[src/rtl/sixteen_bit_sequential_dadda_controller.sv]
// Sequential 16x16 unsigned multiplier built around one 8x8 Dadda multiplier.
// The 8x8 unit is reused over four cycles, and each byte product is summed
// into a 32-bit accumulator. Operands come in and the result goes out over
// valid/ready handshakes.
// Optional build macro: ZERO_SKIP_EN. When it is defined, an operation with a
// zero operand goes straight from IDLE to DONE with a zero result.

module eight_bit_accurate_dadda_multiplier (
    input  logic [7:0]  a,
    input  logic [7:0]  b,
    output logic [15:0] p
);
    assign p = {8'd0, a} * {8'd0, b};
endmodule

module sixteen_bit_sequential_dadda_controller #(
    parameter int CNT_W = 16
) (
    input  logic             clk,
    input  logic             rst,
    input  logic [15:0]      in1,
    input  logic [15:0]      in2,
    input  logic             in_valid,
    output logic             in_ready,
    output logic [31:0]      out,
    output logic             out_valid,
    input  logic             out_ready,
    output logic             busy,
    output logic [CNT_W-1:0] done_count
);
    localparam logic [1:0] IDLE = 2'd0;
    localparam logic [1:0] MUL  = 2'd1;
    localparam logic [1:0] DONE = 2'd2;

    localparam logic [CNT_W-1:0] CNT_ONE = CNT_W'(1);
    localparam logic [CNT_W-1:0] CNT_MAX = '1;

    logic [1:0]  state;
    logic [1:0]  step;
    logic [15:0] a_r;
    logic [15:0] b_r;
    logic [31:0] acc;
    logic [7:0]  sel_a;
    logic [7:0]  sel_b;
    logic [15:0] pp;
    logic [31:0] pp_shift;

    eight_bit_accurate_dadda_multiplier u_mul8 (
        .a (sel_a),
        .b (sel_b),
        .p (pp)
    );

    // Choose operand bytes from the registered operands and align the byte product for this step
    always_comb begin
        sel_a    = step[1] ? a_r[15:8] : a_r[7:0];
        sel_b    = step[0] ? b_r[15:8] : b_r[7:0];
        pp_shift = {8'd0, pp, 8'd0};
        case (step)
            2'd0:    pp_shift = {16'd0, pp};
            2'd3:    pp_shift = {pp, 16'd0};
            default: pp_shift = {8'd0, pp, 8'd0};
        endcase
    end

    // Control FSM, operand capture, accumulation and delivered-result counter
    always_ff @(posedge clk) begin
        if (rst) begin
            state      <= IDLE;
            step       <= 2'd0;
            a_r        <= 16'd0;
            b_r        <= 16'd0;
            acc        <= 32'd0;
            done_count <= '0;
        end else begin
            case (state)
                IDLE: begin
                    if (in_valid) begin
                        a_r  <= in1;
                        b_r  <= in2;
                        acc  <= 32'd0;
                        step <= 2'd0;
`ifdef ZERO_SKIP_EN
                        if (in1 == 16'd0 || in2 == 16'd0)
                            state <= DONE;
                        else
                            state <= MUL;
`else
                        state <= MUL;
`endif
                    end
                end
                MUL: begin
                    acc  <= acc + pp_shift;
                    step <= step + 2'd1;
                    if (step == 2'd3)
                        state <= DONE;
                end
                DONE: begin
                    if (out_ready) begin
                        state <= IDLE;
                        if (done_count != CNT_MAX)
                            done_count <= done_count + CNT_ONE;
                    end
                end
                default: state <= IDLE;
            endcase
        end
    end

    assign in_ready  = (state == IDLE);
    assign busy      = (state == MUL);
    assign out_valid = (state == DONE);
    assign out       = acc;

endmodule

[config.mk]
export PLATFORM = sky130hd
export DESIGN_NAME = sixteen_bit_sequential_dadda_controller
export DESIGN_NICKNAME = d
export VERILOG_FILES = /design/src/rtl/sixteen_bit_sequential_dadda_controller.sv
export SDC_FILE = /design/constraint.sdc
export NUM_CORES = 1
export LEC_CHECK = 0
export BUFFER_PORTS_ARGS = -buffer_cell sky130_fd_sc_hd__buf_2
export CORE_ASPECT_RATIO = 0.9
export CORE_MARGIN = 3
export CORE_UTILIZATION = 65
export DETAILED_ROUTE_END_ITERATION = 10
export PLACE_DENSITY = 0.88
export SYNTH_ARGS = -nofsm -noshare
export SYNTH_HDL_FRONTEND = slang
export SYNTH_HIERARCHICAL = 1
export SYNTH_SLANG_ARGS = --single-unit
[constraint.sdc]
create_clock -name clk -period 20.5 [get_ports clk]
set_clock_uncertainty 0.15 [all_clocks]
set_input_delay 1.025 -clock clk [delete_from_list [all_inputs] [get_ports clk]]
set_output_delay 1.025 -clock clk [all_outputs]
set_load 0.005 [all_outputs]
==> results of run 1 <==
flip-flops by register name, indices dropped and copies added, names as in the netlist:
| register | flops |
|---|---|
| a_r | 16 |
| state | 2 |
| b_r | 16 |
| step | 2 |
| done_count | 16 |
| out | 32 |
metal layers:
metal	GRT usage [%]	share of wire (%)	vias up
met5	0	0	-
met4	9.35	1.9	0
met3	6.20	7.4	38
met2	49.4	46	289
met1	40.6	45	3246
li1	-	-	3336
worst register-to-register path, delay by kind of cell (launching register included):
family | cells | cell delay, ns
muxes | 1 | 0.46
xor gates and xnor gates | 1 | 0.34
AOI/OAI and AO/OA | 9 | 1.93
adders and majority gates | 6 | 2.84
and+or+nand+nor | 5 | 0.73
DFF | 1 | 0.61
buffers and inverters | 4 | 0.22
cells by family (layout without fill, tap and decap cells):
kind of cell,Yosys count,after routing,share of synthesized area (%)
AOI/OAI and AO/OA,209,209,17.8
buffers and inverters,100,170,5.04
and+or+nand+nor,375,375,23.8
adders and majority gates,112,112,22.5
muxes,17,17,2.55
xor gates and xnor gates,49,49,5.75
DFF,84,84,22.5
area by class of cell:
cell class	count	area, um^2
fillers	865	2740
flip-flops and latches	84	1680
clock buffers	9	225
repair buffers	89	453
clock inverters	7	92.6
multi-input cells	762	5410
well taps	152	190
inverters	65	244
path summary, 6_finish.rpt:
kind | start | endpoint | slack [ns] | cells after the start
setup / recovery | step[0] | out[31] | 13.09 | 26
hold / removal | a_r[13] | a_r[13] | 0.30 | 2
setup reg to reg | step[0] | out[31] | 13.09 | 26
hold reg to reg | a_r[13] | a_r[13] | 0.30 | 2
power by group:
part | total [W] | leakage [nW] | switching [W] | internal (W)
sequential | 0.000172 | 0.682 | 0.00000398 | 0.000168
clock | 0.000178 | 0.156 | 0.0000800 | 0.0000982
combinational | 0.0000674 | 3.10 | 0.0000437 | 0.0000237
total | 0.000418 | 3.94 | 0.000128 | 0.000290
placed cells by master (no fill, tap or decap), types with 22 or more instances in the layout:
cell / synthesis / layout
a21oi_1: 84 / 84
and2_1: 64 / 64
buf_2: 1 / 86
dfxtp_1: 84 / 84
fa_1: 37 / 37
ha_1: 75 / 75
inv_1: 65 / 65
nand2_1: 182 / 182
nand3_1: 26 / 26
nor2_1: 41 / 41
o21ai_0: 35 / 35
xnor2_1: 22 / 22
xor2_1: 27 / 27
per-stage QoR:
stage	util (%)	total power [W]	cell area, um^2
floorplan	-	0.000223	7470
global placement	72.3	0.000240	7980
detailed placement	72.3	0.000242	7980
CTS	75.2	0.000419	8300
global route	75.2	0.000434	8300
finish	75.2	0.000418	8300
==> impl_metrics.json, run 1 <==
{
  "rsz0062_at_grt": "false",
  "nets": 1159,
  "pwr_density_cell_mw_per_mm2": 50.3,
  "hpwl_um": 14400,
  "synthCells": 946,
  "route.detailed.drc": 0,
  "timing.critical_path.slowest_stage_cell": "dfxtp_1",
  "cts_hold_buffers": 0,
  "avgViaCountPerCell": 5.92,
  "worst-endpoint-required_ns": 20.59,
  "clockBufferDepth": 2,
  "htreeDepth": 3,
  "post_synth_num_cell_types": 64,
  "wl_um": 19000,
  "synth_seq_cells": 84,
  "worst-setup-path-type": "flop to flop",
  "place_worst_setup_slack_ns": 13.22,
  "ys.flop_type": "dfxtp_1",
  "floorplan.core_area_mm2": 0.0110,
  "max_freq_mhz": 135,
  "die_height_um": 108,
  "final_layout_size_suffix_gt1_share_pct": 14.1,
  "tns_ns": 0,
  "worst_hold_path_type": "flop to flop",
  "post_cts_resized": 0,
  "postRouteAntennaNets": 0,
  "global_route.overflow_total": 0,
  "postCtsSetupBuffers": 0,
  "power.leakage_nw": 3.94,
  "netlist_top_cells_area": "dfxtp_1 (23%), ha_1 (13%), fa_1 (9.9%)",
  "die_area_mm2": 0.0128,
  "synthTopCellsByCount": "nand2_1 (182), a21oi_1 (84), dfxtp_1 (84)",
  "clkSlewWorstSetupHoldPaths_ns": 0.07,
  "whs_ns": 0.304,
  "final-setup-viol-count": 0,
  "critPathBufInv": 4,
  "routed-via-count": 6909,
  "final-instance-count-excl-fill": 1168,
  "first_iter_violations": 567,
  "dpl.cell_count": 1152,
  "cts_made_buffers": 9,
  "gp_congestion": 0.946,
  "clk_latency_ns": 0.36,
  "slew_violations": 0,
  "grt_max_degree": 67,
  "asyncSetResetFlopFracSynth_pct": 0,
  "globalRouteTotalUtil_pct": 30.2,
  "port-buffer-count": 86,
  "floorplan.rows": 36,
  "cts_num_sinks": 84,
  "grt_first_pass_wirelength_um": 31400,
  "post_drt_wl_per_cell_um": 16.2,
  "post-synth-top-area-fraction_pct": 22.5,
  "period_needed_ns": 7.41,
  "path_max_fanout": 11,
  "synthesis.area_mm2": 0.00747,
  "synth-warning-count": 6,
  "timing_worst_slew_pin_value_ns": 1.08,
  "synth_sequential_area_ratio_pct": 22.5,
  "start_util_pct": 67.7,
  "worst_setup_slack_after_layout_ns": 13.09,
  "first_pass_iters": 5,
  "cpLargestDelayFamily": "adder cells",
  "antenna_cells": 0,
  "cts_root_buf": "clkbuf_16",
  "slew_headroom_pct": 28.3,
  "crit_path_launch_type": "flop",
  "synth_area_per_cell_um2": 7.89,
  "antenna_found_initial": 0,
  "arrival_ns": 7.50,
  "final-hold-violation-count": 0,
  "synth_enable_flop_cells": 0,
  "first_global_vias": 6498,
  "synthDominantAreaCellType": "dfxtp_1",
  "worst_setup_path_end_kind": "flop",
  "yosys.cell_count.top_type": "nand2_1",
  "outcome": "complete, no violations",
  "irDropWorstVdd_mv": 0.0729,
  "min_period_over_period_pct": 36.1,
  "drv.max_cap_violation_count": 0,
  "cpPeakStageDelay_ns": 0.61,
  "die-width_um": 119,
  "pin_count": 87,
  "cts_tree": "built",
  "area_growth_pct": 11.2,
  "synth.net_count": 1094
}
Note: power is estimated with default switching activity, not from simulation.
==> run 2, diff against run 1 <==
- CORE_UTILIZATION: 65 -> 60
- PLACE_DENSITY: 0.88 -> 0.82
- clock period: 20.5 -> 7.72 ns (I/O delays scaled with it)
==> run 2 against run 1 <==
Cell count is 0.68% higher. Largest power group unchanged. Critical path depth is 1 higher. Die area is 7.9% higher. Combinational power grew to 2.6 times the previous value. Maximum frequency is 2.4% higher. Hold slack worse by 0.19 ns. Sequential share of layout area hardly changed. Highest routed layer unchanged. Global-route usage is 3.3 points lower. Non-clock buffer count stayed put.
==> impl_metrics.json, run 2 (synthesis results as in run 1) <==
{
  "met2WireLength_um": 8170,
  "start_util_pct": 61.6,
  "final_layout_size_suffix_gt1_share_pct": 14.2,
  "cts_tree": "built",
  "clkSlewWorstSetupHoldPaths_ns": 0.07,
  "antenna_found_initial": 0,
  "critPathBufInv": 4,
  "netSwitchingFraction_pct": 29.6,
  "period_needed_ns": 7.23,
  "hold_depth": 3,
  "globalRouteTotalUtil_pct": 26.9,
  "power.net_switching_w": 0.000324,
  "post_drt_wl_per_cell_um": 15.2,
  "maxUsedRoutingLayer": "met4",
  "worst_hold_path_type": "input pin to flop",
  "floorplan.rows": 38,
  "crit-reg2reg-capture": "out[31]",
  "outcome": "complete, no violations",
  "post_cts_resized": 0,
  "die-width_um": 124,
  "pwr_density_cell_mw_per_mm2": 131,
  "slew_headroom_pct": 29.0,
  "layout.cells.most_common_list": "nand2_1 (182), buf_2 (86), a21oi_1 (84)",
  "path_max_fanout": 11,
  "tns_ns": 0,
  "drv.max_cap_violation_count": 0,
  "htreeDepth": 3,
  "crit-reg2reg-launch": "step[1]",
  "timing.critical_path.slowest_stage_cell": "dfxtp_1",
  "port-buffer-count": 86,
  "clk_latency_ns": 0.35,
  "nets": 1159,
  "postCtsSetupBuffers": 0,
  "pwr-share-clk_pct": 42.1,
  "cts_root_buf": "clkbuf_16",
  "grt_max_degree": 67,
  "gp_congestion": 0.909,
  "route.detailed.drc": 0,
  "pin_count": 87,
  "floorplan.core_area_mm2": 0.0121,
  "slew_violations": 0,
  "grt_first_pass_wirelength_um": 30400,
  "seqPwrFrac_pct": 41.8,
  "max_freq_mhz": 138,
  "rsz0062_at_grt": "false",
  "antenna_cells": 0,
  "worst-setup-path-type": "flop to flop",
  "first_global_vias": 6353,
  "largest_register_ff_count": 32,
  "worst-endpoint-required_ns": 7.81,
  "fraction_of_power_consumed_by_combinational_cells_pct": 16.1,
  "clockBufferDepth": 2,
  "crit_path_launch_type": "flop",
  "ff2ff_setup_slack_ns": 0.49,
  "cellInternalPower_w": 0.000769,
  "final-instance-count-excl-fill": 1176,
  "endpoint_of_the_worst_hold_timing_path": "b_r[15]",
  "die_height_um": 112,
  "avgViaCountPerCell": 5.72,
  "area_growth_pct": 11.3,
  "min_period_over_period_pct": 93.7,
  "die_area_mm2": 0.0138,
  "cts_made_buffers": 9,
  "routed-via-count": 6729,
  "cpLargestDelayFamily": "adder cells",
  "dpl.cell_count": 1160,
  "postRouteAntennaNets": 0,
  "cpPeakStageDelay_ns": 0.56,
  "arrival_ns": 7.32,
  "first_pass_iters": 5,
  "wl_um": 17900,
  "global_route.overflow_total": 0,
  "route.met3.wl_um": 1110,
  "irDropWorstVdd_mv": 0.160,
  "worstRegToRegCells": 27,
  "timing_worst_slew_pin_value_ns": 1.07,
  "wl_met1_um": 8300,
  "power.leakage_nw": 3.93,
  "cts_hold_buffers": 0,
  "hpwl_um": 13900,
  "final-setup-viol-count": 0,
  "final-hold-violation-count": 0,
  "cts_num_sinks": 84,
  "worst_setup_path_end_kind": "flop",
  "first_iter_violations": 523,
  "hp-start": "in2[15]",
  "most_frequent_standard_cell_in_the_layout_excluding_fill_and_tap_cells": "nand2_1"
}
run 2: cell types whose count changed in the layout (fill, tap and decap cells not counted):
cell        before  now
clkinvlp_4       0    1
inv_6            4    3
dfxtp_2          0    1
dfxtp_1         84   83
run 2: layout make-up:
cell class | instances | area (um^2)
multi-input combinational | 762 | 5410
sequential | 84 | 1680
clock buffer | 9 | 225
timing repair buffer | 89 | 453
tap | 160 | 200
clock inverter | 7 | 91.3
inverter | 65 | 244
fill | 1044 | 3810
run 2: worst max-delay path by stage:
stage / cells past startpoint / startpoint / endpoint
after global placement: 27 / step[0] / out[31]
after CTS: 27 / step[0] / out[31]
after global routing: 27 / step[1] / out[31]
final: 27 / step[1] / out[31]
after detailed placement: 27 / step[0] / out[31]
after floorplan: 28 / step[0] / out[31]
run 2: power by group through the flow:
stage	clock network, W	registers, W	logic, W
after floorplan	0	0.000462	0.000129
after global placement	0	0.000466	0.000171
after detailed placement	0	0.000467	0.000174
after CTS	0.000468	0.000457	0.000175
after global routing	0.000484	0.000459	0.000198
final	0.000460	0.000457	0.000176
run 2: stage by stage:
| stage | instance area, um^2 | setup slack (ns) | util [%] | total power [W] | hold WS [ns] |
|---|---|---|---|---|---|
| CTS | 8310 | 0.447 | 68.5 | 0.00110 | 0.108 |
| detailed placement | 7990 | 0.490 | 65.9 | 0.000640 | 0.296 |
| global placement | 7990 | 0.607 | 65.9 | 0.000637 | 0.288 |
| floorplan | 7470 | 1.06 | - | 0.000591 | 0.283 |
| finish | 8310 | 0.488 | 68.5 | 0.00109 | 0.118 |
| global route | 8310 | 0.0808 | 68.5 | 0.00114 | 0.118 |
run 2: worst min-delay path: cells and delay by family:
kind | cells | cell delay (ns)
buffers and inverters | 1 | 0.09
AO/OA/AOI/OAI | 1 | 0.05
AND/OR/NAND/NOR | 1 | 0.04
run 2: per-layer routing:
metal  vias to the layer above  GRT usage [%]
li1                       3341              -
met1                      3141           38.2
met5                         -              0
met2                       214           41.8
met3                        33           4.98
met4                         0           7.75
==> run 3, diff against run 2 <==
- CORE_UTILIZATION: 60 -> 55
- PLACE_DENSITY: 0.82 -> 0.76
==> run 3 against run 2 <==
Die area up 8.6%. Routed wire length up 2.9%. Final area is the same. Critical endpoint unchanged. Largest cell class unchanged.
==> impl_metrics.json, run 3 (synthesis results as in run 1) <==
{
  "hold_depth": 3,
  "outcome": "complete, no violations",
  "cpLargestDelayFamily": "adder cells",
  "period_needed_ns": 7.45,
  "grtUsageMet2_pct": 39.3,
  "htreeDepth": 3,
  "final-hold-violation-count": 0,
  "ff2ff_setup_slack_ns": 0.27,
  "first_global_vias": 6266,
  "postPlaceCellArea_mm2": 0.00801,
  "nets": 1161,
  "postRouteAntennaNets": 0,
  "globalRoute.busiestLayer": "met2",
  "post_drt_wl_per_cell_um": 15.6,
  "clockBufferDepth": 2,
  "path_max_fanout": 11,
  "die-width_um": 129,
  "pwr_density_cell_mw_per_mm2": 130,
  "largest_register_ff_count": 32,
  "gp_congestion": 0.914,
  "global_route.usage.met1_pct": 36.3,
  "area_growth_pct": 11.3,
  "crit_path_launch_type": "flop",
  "regArea_mm2": 0.00168,
  "cts_tree": "built",
  "critical-path-top-cell-by-count": "fa_1",
  "cts_num_sinks": 84,
  "timing_worst_slew_pin_value_ns": 0.846,
  "postCtsSetupBuffers": 0,
  "slew_violations": 0,
  "nFillCells": 1176,
  "first_pass_iters": 9,
  "routed-via-count": 6703,
  "avgViaCountPerCell": 5.67,
  "power.leakage_nw": 3.94,
  "grt_max_degree": 67,
  "post_cts_resized": 0,
  "die_area_mm2": 0.0150,
  "final-instance-count-excl-fill": 1182,
  "design_area_mm2": 0.00831,
  "start_util_pct": 57.5,
  "final-setup-viol-count": 0,
  "arrival_ns": 7.55,
  "cts_hold_buffers": 0,
  "max_freq_mhz": 134,
  "clkSlewWorstSetupHoldPaths_ns": 0.07,
  "wl_um": 18400,
  "worst-setup-path-type": "flop to flop",
  "global_route.overflow_total": 0,
  "worst-endpoint-required_ns": 7.81,
  "layout.cells.most_common_list": "nand2_1 (182), buf_2 (86), a21oi_1 (84)",
  "worst_hold_path_type": "input pin to flop",
  "rsz0062_at_grt": "false",
  "min_period_over_period_pct": 96.5,
  "tns_ns": 0,
  "crit-reg2reg-capture": "out[31]",
  "crit-reg2reg-launch": "step[1]",
  "cpPeakStageDelay_ns": 0.59,
  "cts_root_buf": "clkbuf_16",
  "final_layout_size_suffix_gt1_share_pct": 14.3,
  "worstRegToRegCells": 25,
  "gr-usage-met3_pct": 4.62,
  "port-buffer-count": 86,
  "drv.max_cap_violation_count": 0,
  "cts_made_buffers": 9,
  "grt_first_pass_wirelength_um": 30800,
  "first_iter_violations": 552,
  "clk_latency_ns": 0.36,
  "critPathBufInv": 2,
  "endpoint_of_the_worst_hold_timing_path": "b_r[13]",
  "hpwl_um": 14200,
  "most_frequent_standard_cell_in_the_layout_excluding_fill_and_tap_cells": "nand2_1",
  "multiInputGateArea_mm2": 0.00541,
  "slew_headroom_pct": 43.6,
  "floorplan.core_area_mm2": 0.0130,
  "antenna_cells": 0,
  "dpl.cell_count": 1166,
  "irDropWorstVdd_mv": 0.196,
  "utilization_pct": 64.0,
  "globalRouteTotalUtil_pct": 25.3,
  "pin_count": 87,
  "floorplan.rows": 39,
  "die_height_um": 117,
  "worst_setup_path_end_kind": "flop",
  "timing.critical_path.slowest_stage_cell": "dfxtp_1",
  "hp-start": "in2[13]",
  "antenna_found_initial": 0,
  "route.detailed.drc": 0
}
run 3: changes by cell type in the layout (fill, tap and decap cells not counted), sizes merged:
cell,before,now
buf,89,91
bufinv,1,0
clkinvlp,1,0
inv,69,71
run 3: metal layers:
| layer | wire (um) | part of all wire [%] |
|---|---|---|
| met1 | 8930 | 48 |
| met3 | 1110 | 6.0 |
| met2 | 8160 | 44 |
| met5 | 0 | 0 |
| met4 | 223 | 1.2 |
run 3: layout make-up:
cell class              count  area share (%)
multi-input cells         762            65.1
clock inverters             7           0.858
repair buffers             91            5.63
flip-flops and latches     84            20.3
well taps                 164            2.47
clock buffers               9            2.71
inverters                  65            2.94
run 3: power by group:
| group | internal [W] | switching [W] |
|---|---|---|
| clock | 0.000230 | 0.000216 |
| combinational | 0.0000631 | 0.000114 |
| sequential | 0.000447 | 0.0000103 |
| total | 0.000740 | 0.000341 |
run 3: tightest hold or removal path, stage by stage:
cell and delay [ns]:
buf_2 0.09, nand2_1 0.04, a21oi_1 0.05
run 3: through the flow:
step                      total power, W  hold WS (ns)  setup slack (ns)
after global placement          0.000640         0.290             0.446
after floorplan                 0.000591         0.283              1.06
final                            0.00108         0.110             0.269
after global routing             0.00113         0.108            0.0173
after detailed placement        0.000642         0.298             0.373
after CTS                        0.00109        0.0962             0.340
run 3: worst max-delay path by stage:
stage | start | end | slack, ns | depth (start not counted)
2_1_floorplan | step[0] | out[31] | 1.06 | 28
3_3_place_gp | step[0] | out[31] | 0.45 | 25
3_5_place_dp | step[0] | out[31] | 0.37 | 25
4_1_cts | step[0] | out[31] | 0.34 | 25
5_1_grt | step[1] | out[31] | 0.02 | 25
6_report | step[1] | out[31] | 0.27 | 25
